`src/rtl/seq_control_unit.sv`:
```
// Multi-cycle control sequencer: accepts one opcode per handshake and steps it through
// DECODE/EXEC/MEM/WB, driving datapath enables from registered state with a memory timeout.
module seq_control_unit #(
  parameter int OPCODE_W    = 5,
  parameter int ALU_CTRL_W  = 4,
  parameter int MEM_TIMEOUT = 15,
  parameter int CNT_W       = 16
) (
  input  logic                  clk,
  input  logic                  rst_n,
  input  logic                  instr_valid,
  output logic                  instr_ready,
  input  logic [OPCODE_W-1:0]   opcode,
  input  logic                  mem_ready,
  output logic [ALU_CTRL_W-1:0] alu_ctrl,
  output logic                  alu_en,
  output logic                  reg_re,
  output logic                  reg_we,
  output logic                  mem_re,
  output logic                  mem_we,
  output logic                  done,
  output logic                  err_illegal,
  output logic                  err_timeout,
  output logic [CNT_W-1:0]      instr_count
);

  localparam logic [2:0] ST_IDLE   = 3'd0;
  localparam logic [2:0] ST_DECODE = 3'd1;
  localparam logic [2:0] ST_EXEC   = 3'd2;
  localparam logic [2:0] ST_MEM    = 3'd3;
  localparam logic [2:0] ST_WB     = 3'd4;
  localparam logic [2:0] ST_DONE   = 3'd5;

  localparam int WAIT_W = (MEM_TIMEOUT > 1) ? $clog2(MEM_TIMEOUT) : 1;
  localparam logic [WAIT_W-1:0] WAIT_LAST = WAIT_W'(MEM_TIMEOUT - 1);
  localparam logic [WAIT_W-1:0] WAIT_ZERO = WAIT_W'(0);
  localparam logic [WAIT_W-1:0] WAIT_ONE  = WAIT_W'(1);

  localparam logic [OPCODE_W-1:0] OP_NOP    = OPCODE_W'(0);
  localparam logic [OPCODE_W-1:0] OP_LOAD   = OPCODE_W'(1);
  localparam logic [OPCODE_W-1:0] OP_STORE  = OPCODE_W'(2);
  localparam logic [OPCODE_W-1:0] OP_ALU_LO = OPCODE_W'(3);
  localparam logic [OPCODE_W-1:0] OP_ALU_HI = OPCODE_W'(9);

  localparam logic [ALU_CTRL_W-1:0] ALU_IDLE = {ALU_CTRL_W{1'b1}};
  localparam logic [CNT_W-1:0]      CNT_ONE  = CNT_W'(1);

  logic [2:0]            state_r, state_s;
  logic [OPCODE_W-1:0]   opcode_r, opcode_s;
  logic [WAIT_W-1:0]     wait_r, wait_s;
  logic                  accept_s, set_illegal_s, set_timeout_s, is_alu_s;
  logic                  err_illegal_r, err_timeout_r;
  logic [CNT_W-1:0]      count_r;

  logic                  instr_ready_r, alu_en_r, reg_re_r, reg_we_r, mem_re_r, mem_we_r, done_r;
  logic                  instr_ready_s, alu_en_s, reg_re_s, reg_we_s, mem_re_s, mem_we_s, done_s;
  logic [ALU_CTRL_W-1:0] alu_ctrl_r, alu_ctrl_s;

  assign accept_s = instr_valid & instr_ready_r;

  // Next-state, opcode latch and memory wait counter.
  always_comb begin
    state_s       = state_r;
    opcode_s      = opcode_r;
    wait_s        = wait_r;
    set_illegal_s = 1'b0;
    set_timeout_s = 1'b0;
    case (state_r)
      ST_IDLE: begin
        if (accept_s) begin
          opcode_s = opcode;
          state_s  = ST_DECODE;
        end else begin
          state_s  = ST_IDLE;
        end
      end
      ST_DECODE: begin
        if ((opcode_r >= OP_ALU_LO) && (opcode_r <= OP_ALU_HI)) begin
          state_s = ST_EXEC;
        end else if ((opcode_r == OP_LOAD) || (opcode_r == OP_STORE)) begin
          state_s = ST_MEM;
        end else if (opcode_r == OP_NOP) begin
          state_s = ST_DONE;
        end else begin
          state_s       = ST_DONE;
          set_illegal_s = 1'b1;
        end
      end
      ST_EXEC: state_s = ST_WB;
      ST_MEM: begin
        // A response in the last allowed cycle takes priority over the timeout.
        if (mem_ready) begin
          wait_s  = WAIT_ZERO;
          state_s = (opcode_r == OP_LOAD) ? ST_WB : ST_DONE;
        end else if (wait_r == WAIT_LAST) begin
          wait_s        = WAIT_ZERO;
          state_s       = ST_DONE;
          set_timeout_s = 1'b1;
        end else begin
          wait_s = wait_r + WAIT_ONE;
        end
      end
      ST_WB:   state_s = ST_DONE;
      ST_DONE: state_s = ST_IDLE;
      default: begin
        state_s = ST_IDLE;
        wait_s  = WAIT_ZERO;
      end
    endcase
  end

  assign is_alu_s = (opcode_s >= OP_ALU_LO) && (opcode_s <= OP_ALU_HI);

  // Output decode of the upcoming state, registered so outputs track state_r exactly.
  always_comb begin
    instr_ready_s = 1'b0;
    alu_en_s      = 1'b0;
    reg_re_s      = 1'b0;
    reg_we_s      = 1'b0;
    mem_re_s      = 1'b0;
    mem_we_s      = 1'b0;
    done_s        = 1'b0;
    alu_ctrl_s    = ALU_IDLE;
    case (state_s)
      ST_IDLE:   instr_ready_s = 1'b1;
      ST_DECODE: reg_re_s = is_alu_s || (opcode_s == OP_LOAD) || (opcode_s == OP_STORE);
      ST_EXEC: begin
        alu_en_s   = 1'b1;
        reg_re_s   = 1'b1;
        alu_ctrl_s = ALU_CTRL_W'(opcode_s - OP_ALU_LO);
      end
      ST_MEM: begin
        mem_re_s = (opcode_s == OP_LOAD);
        mem_we_s = (opcode_s == OP_STORE);
      end
      ST_WB:   reg_we_s = 1'b1;
      ST_DONE: done_s   = 1'b1;
      default: instr_ready_s = 1'b0;
    endcase
  end

  // State, latched opcode and wait counter registers.
  always_ff @(posedge clk or negedge rst_n) begin
    if (!rst_n) begin
      state_r  <= ST_IDLE;
      opcode_r <= OP_NOP;
      wait_r   <= WAIT_ZERO;
    end else begin
      state_r  <= state_s;
      opcode_r <= opcode_s;
      wait_r   <= wait_s;
    end
  end

  // Error flags: cleared on accept, set on the failing transition, otherwise held.
  always_ff @(posedge clk or negedge rst_n) begin
    if (!rst_n) begin
      err_illegal_r <= 1'b0;
      err_timeout_r <= 1'b0;
    end else if (accept_s) begin
      err_illegal_r <= 1'b0;
      err_timeout_r <= 1'b0;
    end else begin
      err_illegal_r <= err_illegal_r | set_illegal_s;
      err_timeout_r <= err_timeout_r | set_timeout_s;
    end
  end

  // Retired-instruction counter, wraps naturally.
  always_ff @(posedge clk or negedge rst_n) begin
    if (!rst_n) begin
      count_r <= '0;
    end else if ((state_r == ST_DONE) && !err_illegal_r && !err_timeout_r) begin
      count_r <= count_r + CNT_ONE;
    end else begin
      count_r <= count_r;
    end
  end

  // Registered datapath control outputs.
  always_ff @(posedge clk or negedge rst_n) begin
    if (!rst_n) begin
      instr_ready_r <= 1'b0;
      alu_en_r      <= 1'b0;
      reg_re_r      <= 1'b0;
      reg_we_r      <= 1'b0;
      mem_re_r      <= 1'b0;
      mem_we_r      <= 1'b0;
      done_r        <= 1'b0;
      alu_ctrl_r    <= ALU_IDLE;
    end else begin
      instr_ready_r <= instr_ready_s;
      alu_en_r      <= alu_en_s;
      reg_re_r      <= reg_re_s;
      reg_we_r      <= reg_we_s;
      mem_re_r      <= mem_re_s;
      mem_we_r      <= mem_we_s;
      done_r        <= done_s;
      alu_ctrl_r    <= alu_ctrl_s;
    end
  end

  assign instr_ready = instr_ready_r;
  assign alu_en      = alu_en_r;
  assign reg_re      = reg_re_r;
  assign reg_we      = reg_we_r;
  assign mem_re      = mem_re_r;
  assign mem_we      = mem_we_r;
  assign done        = done_r;
  assign alu_ctrl    = alu_ctrl_r;
  assign err_illegal = err_illegal_r;
  assign err_timeout = err_timeout_r;
  assign instr_count = count_r;

endmodule

```
`config.mk`:
```
export PLATFORM = sky130hd
export DESIGN_NAME = seq_control_unit
export DESIGN_NICKNAME = d
export VERILOG_FILES = /design/src/rtl/seq_control_unit.sv
export SDC_FILE = /design/constraint.sdc
export NUM_CORES = 1
export LEC_CHECK = 0
export CELL_PAD_IN_SITES_DETAIL_PLACEMENT = 0
export CELL_PAD_IN_SITES_GLOBAL_PLACEMENT = 2
export CORE_MARGIN = 8
export CORE_UTILIZATION = 35
export CTS_BUF_LIST = sky130_fd_sc_hd__clkbuf_4 sky130_fd_sc_hd__clkbuf_8 sky130_fd_sc_hd__clkbuf_16
export CTS_CLUSTER_DIAMETER = 60
export CTS_CLUSTER_SIZE = 10
export DETAILED_ROUTE_END_ITERATION = 6
export HOLD_SLACK_MARGIN = 0.12
export PLACE_DENSITY_LB_ADDON = 0.1
export SYNTH_ARGS = -nofsm -noshare
export SYNTH_HDL_FRONTEND = slang
export SYNTH_SLANG_ARGS = --single-unit
```
`constraint.sdc`:
```
create_clock -name clk -period 7 [get_ports clk]
set_input_delay 0.7 -clock clk [delete_from_list [all_inputs] [get_ports clk]]
set_output_delay 0.7 -clock clk [all_outputs]
set_load 0.005 [all_outputs]
```
; ---- Yosys cells after proc, flatten, opt, wreduce, memory -nomap -nowiden
; Index checks and enable logic that the tools add are counted.
[totals]
ff_bits = 41
elab_cells = 81
output_inout_bits = 29
[classes]
addsub = 3
muxes = 29
reduce_logical = 13
bitwise_logic = 3
order_cmp = 4
n_eq_ne = 15
[ops]
columns = cell, n
row1 = 1-bit 2-to-1 mux, 17
row2 = "16-bit by 1-bit adder with 16-bit output, second input constant", 1
row3 = 3-bit case mux with 5 select lines, 1
row4 = "3-bit by 2-bit == test with 1-bit output, second input constant", 4
row5 = "3-bit == test, second input constant", 4
row6 = 3-bit 2-to-1 mux, 4
row7 = 4-bit 2-to-1 mux, 3
row8 = "5-bit by 1-bit == test with 1-bit output, second input constant", 2
row9 = "5-bit by 2-bit == test with 1-bit output, second input constant", 2
row10 = "5-bit by 2-bit greater-or-equal comparator with 1-bit output, second input constant", 2
row11 = "5-bit by 4-bit <= comparator with 1-bit output, second input constant", 2
row12 = 5-bit 2-to-1 mux, 2
row13 = 4-bit case mux with 2 select lines, 1
row14 = "3-bit by 1-bit == test with 1-bit output, second input constant", 2
row15 = 3-bit zero test, 2
row16 = 5-bit zero test, 1
row17 = 5-bit OR reduction, 1
row18 = "4-bit by 1-bit adder with 4-bit output, second input constant", 1
row19 = "4-bit == test, second input constant", 1
row20 = 1-bit logical AND, 4
row21 = "4-bit by 2-bit subtractor with 4-bit output, second input constant", 1
row22 = 1-bit logical OR, 3
row23 = 1-bit zero test, 2
row24 = 1-bit bitwise OR, 2
row25 = other kinds (2), 2

; ---- Logic depth before layout (Yosys ltp)
[depth]
word_depth = 8
mapped_depth = 9

; ---- Worst setup path after synthesis
; OpenSTA, ideal clock, no wires.
[synth_timing]
path_kind = input-to-reg
start = input instr_valid
end = register reg_re_r, in the netlist reg_re
arrival_time_ns = 2.296
setup_ns = 0.122
stages = 8
slack_ns = 4.583
cell_sequence = nand2_1 nor4_1 buf_4 mux2_2 ha_1 a211oi_1 o22ai_1 a32o_1
[synth_via]
elab_chain_cells = 8
[synth_rtl]
columns = item, line_no
row1 = "start, declared", 11  ; input logic instr_valid,
row2 = 1-bit AND (*), 59  ; assign accept_s = instr_valid & instr_ready_r;
row3 = 5-bit 2-to-1 mux, 70  ; if (accept_s) begin
row4 = 5-bit 2-to-1 mux, 68  ; case (state_r)
row5 = 5-bit by 2-bit greater-or-equal comparator with 1-bit output or 5-bit by 4-bit <= comparator with 1-bit output (tied branches), 112  ; assign is_alu_s = (opcode_s >= OP_ALU_LO) && (opcode_s <= OP_ALU_HI);
row6 = 1-bit logical AND, 112
row7 = 1-bit logical OR (2 in a row), 126  ; ST_DECODE: reg_re_s = is_alu_s || (opcode_s == OP_LOAD) || (opcode_s == OP_STORE);
row8 = 1-bit case mux with 2 select lines (*), 124  ; case (state_s)
row9 = via reg_re_s, 56  ; logic instr_ready_s, alu_en_s, reg_re_s, reg_we_s, mem_re_s, mem_we_s, done_s;
row10 = "end signal, assigned", 194  ; reg_re_r <= reg_re_s;
row11 = "end, declared", 55  ; logic instr_ready_r, alu_en_r, reg_re_r, reg_we_r, mem_re_r, mem_we_r, done_r;
; The timed path passes the listed nets; every way through them passes the cells marked *.
; A chain may end at the register's enable or synchronous reset.

; ---- Final worst setup path
; Ends and elaborated chain as after synthesis.

==> impl_metrics.tcl <==
set metrics [dict create \
    cts_hold_buf 0 \
    p_clk_frac 0.221 \
    fin_tns_setup_ns 0 \
    dieHeight_um 91.0 \
    yosysUniqueCellTypes 42 \
    overflow 0 \
    drt_first_pass_iters 4 \
    fin_worst_skew_ns 0.00534 \
    grt_pass1_wl_mm 7.69 \
    gp_congestion 0.798 \
    antenna_found_initial 0 \
    synthArstFlopShare 1.00 \
    syn-instance-count 176 \
    cap_violations 0 \
    wirelength_mm 4.61 \
    endpoint_kind "flop" \
    cp.arrival_ns 2.85 \
    max_freq_mhz 375 \
    crit_type "in -> reg" \
    layout_commonest_cell "dfrtp_1" \
    synth_seq_cells 41 \
    numCtsBuffers 5 \
    area_growth_pct 28.0 \
    num_vias 1467 \
    most-common-layout-cells "37 x dfrtp_1, 36 x clkdlybuf4s50_1, 13 x xnor2_1, 13 x nand2_1, 10 x nand3_1" \
    cts-root-buf "clkbuf_8" \
    cts_tree "yes" \
    cts.repair.resized 0 \
    setup_viol_count_final 0 \
    tightest_slew_ns 0.938 \
    hold_class "reg -> reg" \
    hpwl_mm 3.34 \
    cp_max_fo 11 \
    maxSlewViolCount 0 \
    power_frac_comb 0.348 \
    grt_pass1_vias 1499 \
    ys.flop_type "dfrtp_1" \
    r2r_setup_slack_ns 4.70 \
    clockBufferDepth 2 \
    htreeDepth 2 \
    switching_share 0.362 \
    drive_gt1_frac 0.106 \
    rsz0062_at_grt "false" \
    ant_nets 0 \
    grt.total_usage 0.114 \
    fp.dieW_um 91.0 \
    pre_cts_ws_ns 4.05 \
    clk_latency_ns 0.30 \
    post_cts_buffers 0 \
    slew_headroom 0.374 \
    coreArea_um2 5470 \
    intPower_mw 0.582 \
    status "finished clean" \
    ios 38 \
    period_share 0.381 \
    synth_fp_nets 190 \
    drtIter0Drc 70 \
    startpoint_type "input pin" \
    p_switching_mw 0.330 \
    setup_ws_ns 4.34 \
    ys_seq_area_frac 0.524 \
    p_per_area_nw_per_um2 362 \
    wl_per_cell_um 16.0 \
    die_area_um2 8280 \
    synth_area_um2 1970 \
    fin_crit_ns 2.66 \
    finalNetCount 230 \
    grt_max_degree 42 \
    vias_per_cell 5.08 \
    antenna_cells 0 \
    syn_area_per_cell_um2 11.2 \
    cts.sinks 41 \
    cp.required_ns 7.19 \
    yosysWarnings 0 \
    sequentialPowerShare 0.431 \
    rows 27 \
    clk_pin_slew_worst_paths_ns 0.08 \
    hold_viol_final 0 \
    start_util 0.360 \
    port_buffers 37 \
    drc 0 \
    synth-edff-count 0 \
    peakVddDrop_v 0.000157 \
    p_leak_nw 1.07 \
]
[cells in the mapped netlist, types with 4 or more instances]
cell	n	area [um^2]
nand2_1	13	48.8
and4_1	4	35.0
nand4_1	6	37.5
mux2_2	5	56.3
o21ai_0	6	30.0
xor2_1	5	43.8
ha_1	5	62.6
dfstp_2	4	105
dfrtp_1	37	926
inv_1	9	33.8
and3_1	4	25.0
nor3_1	4	20.0
a21oi_1	5	25.0
nand3_1	10	50.1
xnor2_1	13	114
nor2_1	7	26.3
[power groups by stage]
stage / sequential [mW] / combinational, mW / clock (mW)
2_1_floorplan: 0.368 / 0.212 / 0
3_3_place_gp: 0.395 / 0.316 / 0
3_5_place_dp: 0.397 / 0.320 / 0
4_1_cts: 0.394 / 0.322 / 0.208
5_1_grt: 0.406 / 0.352 / 0.217
6_report: 0.393 / 0.318 / 0.202
[path summary, 6_finish.rpt]
kind	startpoint	to	cells after the start
setup / recovery	instr_valid	reg_re	9
hold / removal	instr_count[15]	instr_count[15]	1
setup reg to reg	state_r[1]	reg_re	7
hold reg to reg	instr_count[15]	instr_count[15]	1
max in group asynchronous	rst_n	opcode_r[1]	1
min in group asynchronous	rst_n	wait_r[0]	1
[final cells by class]
type,count,area [um^2]
clock buffers,6,82.6
repair buffers,38,373
clock inverters,2,37.5
multi-input cells,120,868
fillers,539,2950
flip-flops and latches,41,1030
inverters,10,37.5
well taps,72,90.1
[per-stage QoR]
stage / utilization / total power [mW] / hold WS (ns) / area, um^2 / cells
finish: 0.460 / 0.912 / 0.468 / 2520 / 289
global route: 0.460 / 0.975 / 0.499 / 2520 / 289
CTS: 0.460 / 0.924 / 0.478 / 2520 / 289
detailed placement: 0.439 / 0.717 / 0.466 / 2400 / 281
global placement: 0.439 / 0.711 / 0.459 / 2400 / 281
floorplan: - / 0.580 / 0.404 / 1970 / 176
[kinds of logic (layout without fill, tap and decap cells)]
group | after synthesis | in the layout | share of synthesized area
AOI/OAI and AO/OA | 25 | 25 | 0.0940
and+or+nand+nor | 64 | 64 | 0.191
buffers and inverters | 15 | 56 | 0.0356
xor gates and xnor gates | 18 | 18 | 0.0801
adders and majority gates | 5 | 5 | 0.0318
DFF | 41 | 41 | 0.524
muxes | 8 | 8 | 0.0438
[worst max-delay path: stages]
cell and delay, ns:
clkdlybuf4s50_1 0.51, nand2_1 0.09, nor4_1 0.18, buf_4 0.24, mux2_2 0.35, ha_1 0.19
a211oi_1 0.20, o22ai_1 0.12, a32o_1 0.27
[state kept, by name, indices dropped and copies added (netlist names), 3 cells and up]
name / count
alu_ctrl: 4
instr_count: 16
opcode_r: 5
state_r: 3
wait_r: 4
[metal layers]
layer / wire length (um) / GRT usage / share of wire
met5: 0 / 0 / 0
met3: 270 / 0.0444 / 0.059
met4: 64 / 0.0382 / 0.014
met2: 2060 / 0.171 / 0.45
met1: 2220 / 0.147 / 0.48
Note: power is estimated with default switching activity, not from simulation.
==> RTL edit: new RTL, same settings <==
Make the reset (`rst_n`) synchronous in 4 clocked blocks.
--- a/src/rtl/seq_control_unit.sv
+++ b/src/rtl/seq_control_unit.sv
@@ -140,7 +140,7 @@
   end
 
   // State, latched opcode and wait counter registers.
-  always_ff @(posedge clk or negedge rst_n) begin
+  always_ff @(posedge clk) begin
     if (!rst_n) begin
       state_r  <= ST_IDLE;
       opcode_r <= OP_NOP;
@@ -153,7 +153,7 @@
   end
 
   // Error flags: cleared on accept, set on the failing transition, otherwise held.
-  always_ff @(posedge clk or negedge rst_n) begin
+  always_ff @(posedge clk) begin
     if (!rst_n) begin
       err_illegal_r <= 1'b0;
       err_timeout_r <= 1'b0;
@@ -167,7 +167,7 @@
   end
 
   // Retired-instruction counter, wraps naturally.
-  always_ff @(posedge clk or negedge rst_n) begin
+  always_ff @(posedge clk) begin
     if (!rst_n) begin
       count_r <= '0;
     end else if ((state_r == ST_DONE) && !err_illegal_r && !err_timeout_r) begin
@@ -178,7 +178,7 @@
   end
 
   // Registered datapath control outputs.
-  always_ff @(posedge clk or negedge rst_n) begin
+  always_ff @(posedge clk) begin
     if (!rst_n) begin
       instr_ready_r <= 1'b0;
       alu_en_r      <= 1'b0;
Function: differs if rst_n is asserted again (counterexample within 4 cycles, from zero or initial values and one cycle with rst_n low); with rst_n held inactive, the same outputs for 10 cycles.
==> RTL edit against the unedited design <==
Worst setup slack got worse by 0.63 ns. Critical path type unchanged. Synthesized cell count increased by 28%. Global-route usage increased by 0.50 points. Combinational power decreased by 48%. Critical endpoint is now reg_re. Wire length increased by 4.4%. Total power decreased by 29%. Largest power group unchanged. Final area decreased by 0.89%. Register-to-register slack got worse by 0.61 ns. Sequential cell count unchanged. Sequential power decreased by 30%. Clock skew decreased by 0.0020 ns. Synthesized area increased by 0.83%.
==> RTL edit: results (changes against the unedited design) <==
| Metric | Value |
|---|---|
| Top Family by Delay on Critical Path | `simple AND/OR/NAND/NOR gates (was buffers and inverters)` |
| Vias in the first global route | `1,688 (was 1,499)` |
| Synth unique cells | `52 (was 42)` |
| Number of synthesis warnings | `0 (unchanged)` |
| Worst Clk Skew | `0.00331 ns (was 0.00534 ns)` |
| Crit path max-delay cell type | `and2_0 (was clkdlybuf4s50_1)` |
| Pint | `451 µW (was 582 µW)` |
| Worst VDD drop | `0.148 mV (was 0.157 mV)` |
| Most common cell after layout, fill and taps aside | `dfxtp_1 (was dfrtp_1)` |
| Critical path's largest stage delay | `0.64 ns (was 0.51 ns)` |
| Post-Synth XOR/XNOR Area | `6.18% (was 8.01%)` |
| M2 GR Usage | `18.7% (was 17.1%)` |
| Layout filler cell count | `551 (was 539)` |
| Outcome | `completed (unchanged)` |
| Leak Pwr | `0.000860 µW (was 0.00107 µW)` |
| GRT met3 Usage | `4.53% (was 4.44%)` |
| Ys async rst share | `0% (was 100%)` |
| CTS resizes | `0 (unchanged)` |
| Hold_sp | `instr_count[15] (unchanged)` |
| Reg2reg start | `state_r[1] (unchanged)` |
| Post-DP Area | `2380 µm² (was 2400 µm²)` |
| Layout cells sized above 1 | `6.92% (was 10.6%)` |
| Met1 usage | `14.5% (was 14.7%)` |
| Worst EP arrival | `3.53 ns (was 2.85 ns)` |
| Syn nets | `239 (was 190)` |
| Total GRT Usage | `11.9% (was 11.4%)` |
| Sequential cell area fraction in the yosys report | `41.3% (was 52.4%)` |
| Placer Congestion | `0.750 (was 0.798)` |
| DR iter-0 viols | `72 (was 70)` |
| Synth top area cells | `dfxtp_1 (41%), nor2_1 (5.5%), xnor2_1 (4.4%), mux2i_1 (4.0%), ha_1 (3.2%) (was dfrtp_1 (47%), xnor2_1 (5.8%), dfstp_2 (5.3%), ha_1 (3.2%), mux2_2 (2.9%))` |
| Final wirelength | `4810 µm (was 4610 µm)` |
| Vias per inst | `5.05 (was 5.08)` |
| First-pass GRT wire length | `8220 µm (was 7690 µm)` |
| Mux contribution to synthesized area | `4.60% (was 4.38%)` |
| Post-Synth Adder-Cell Area | `3.15% (was 3.18%)` |
| Final #Nets | `273 (was 230)` |
| Synth cell count leaders | `dfxtp_1 (41), nor2_1 (29), inv_1 (13), nand2_1 (13), a21oi_1 (12) (was dfrtp_1 (37), nand2_1 (13), xnor2_1 (13))` |
| Post-DP HPWL | `3440 µm (was 3340 µm)` |
| Largest net degree at the start of global routing | `31 (was 42)` |
| Slew @ Worst Pin | `0.778 ns (was 0.938 ns)` |
| Clk slew on worst S/H paths | `0.08 ns (about the same)` |
| Crit Path Max Fanout | `12 (was 11)` |
| Synth Area in Compound Gates | `12.4% (was 9.40%)` |
[RTL edit: cell types whose count changed after synthesis, sizes merged, moves of 4 or more]
cell and delta:
dfxtp +41, a21oi +7, nor4 +5, dfstp -4, mux2 -4, nor2 +22, mux2i +5, dfrtp -37
[RTL edit: cell families (layout without fill, tap and decap cells)]
family          Yosys count  count (layout)
buf+inv                  24              59
mux                       9               9
flops                    41              41
compound gates           37              37
simple gates             95              95
xor+xnor                 14              14
fa+ha+maj                 5               5
[RTL edit: power by group through the flow]
stage          registers (µW)  clock network, µW  logic [µW]
3_3_place_gp              283                  0         167
3_5_place_dp              283                  0         167
5_1_grt                   281                219         185
6_report                  277                203         165
4_1_cts                   277                209         168
2_1_floorplan             272                  0         126
[RTL edit: per-stage QoR]
stage | util, % | std cells | hold slack [ns] | worst slack, ns
2_1_floorplan | - | 225 | 0.462 | 4.39
3_3_place_gp | 43.2 | 324 | 0.458 | 3.44
3_5_place_dp | 43.2 | 324 | 0.474 | 3.40
4_1_cts | 45.4 | 332 | 0.489 | 3.69
5_1_grt | 45.4 | 332 | 0.511 | 3.54
6_report | 45.4 | 332 | 0.481 | 3.71
[RTL edit: per-layer routing]
layer / vias up / wire (µm)
li1: 861 / -
met1: 773 / 2430
met2: 37 / 2020
met3: 5 / 310
met4: 0 / 50
met5: - / 0
[RTL edit: final timing paths]
kind | endpoint | slack [ns] | cells after the start
max | reg_re | 3.71 | 10
max reg2reg | reg_re | 4.09 | 9
min | instr_count[15] | 0.48 | 2
min reg2reg | instr_count[15] | 0.48 | 2
[RTL edit: final cells by class]
class                   instances  share of cell area, %
flip-flops and latches         41                   32.9
clock inverters                 2                   1.50
multi-input cells             160                   41.6
well taps                      72                   3.61
clock buffers                   6                   3.31
inverters                      13                   1.95
repair buffers                 38                   15.1
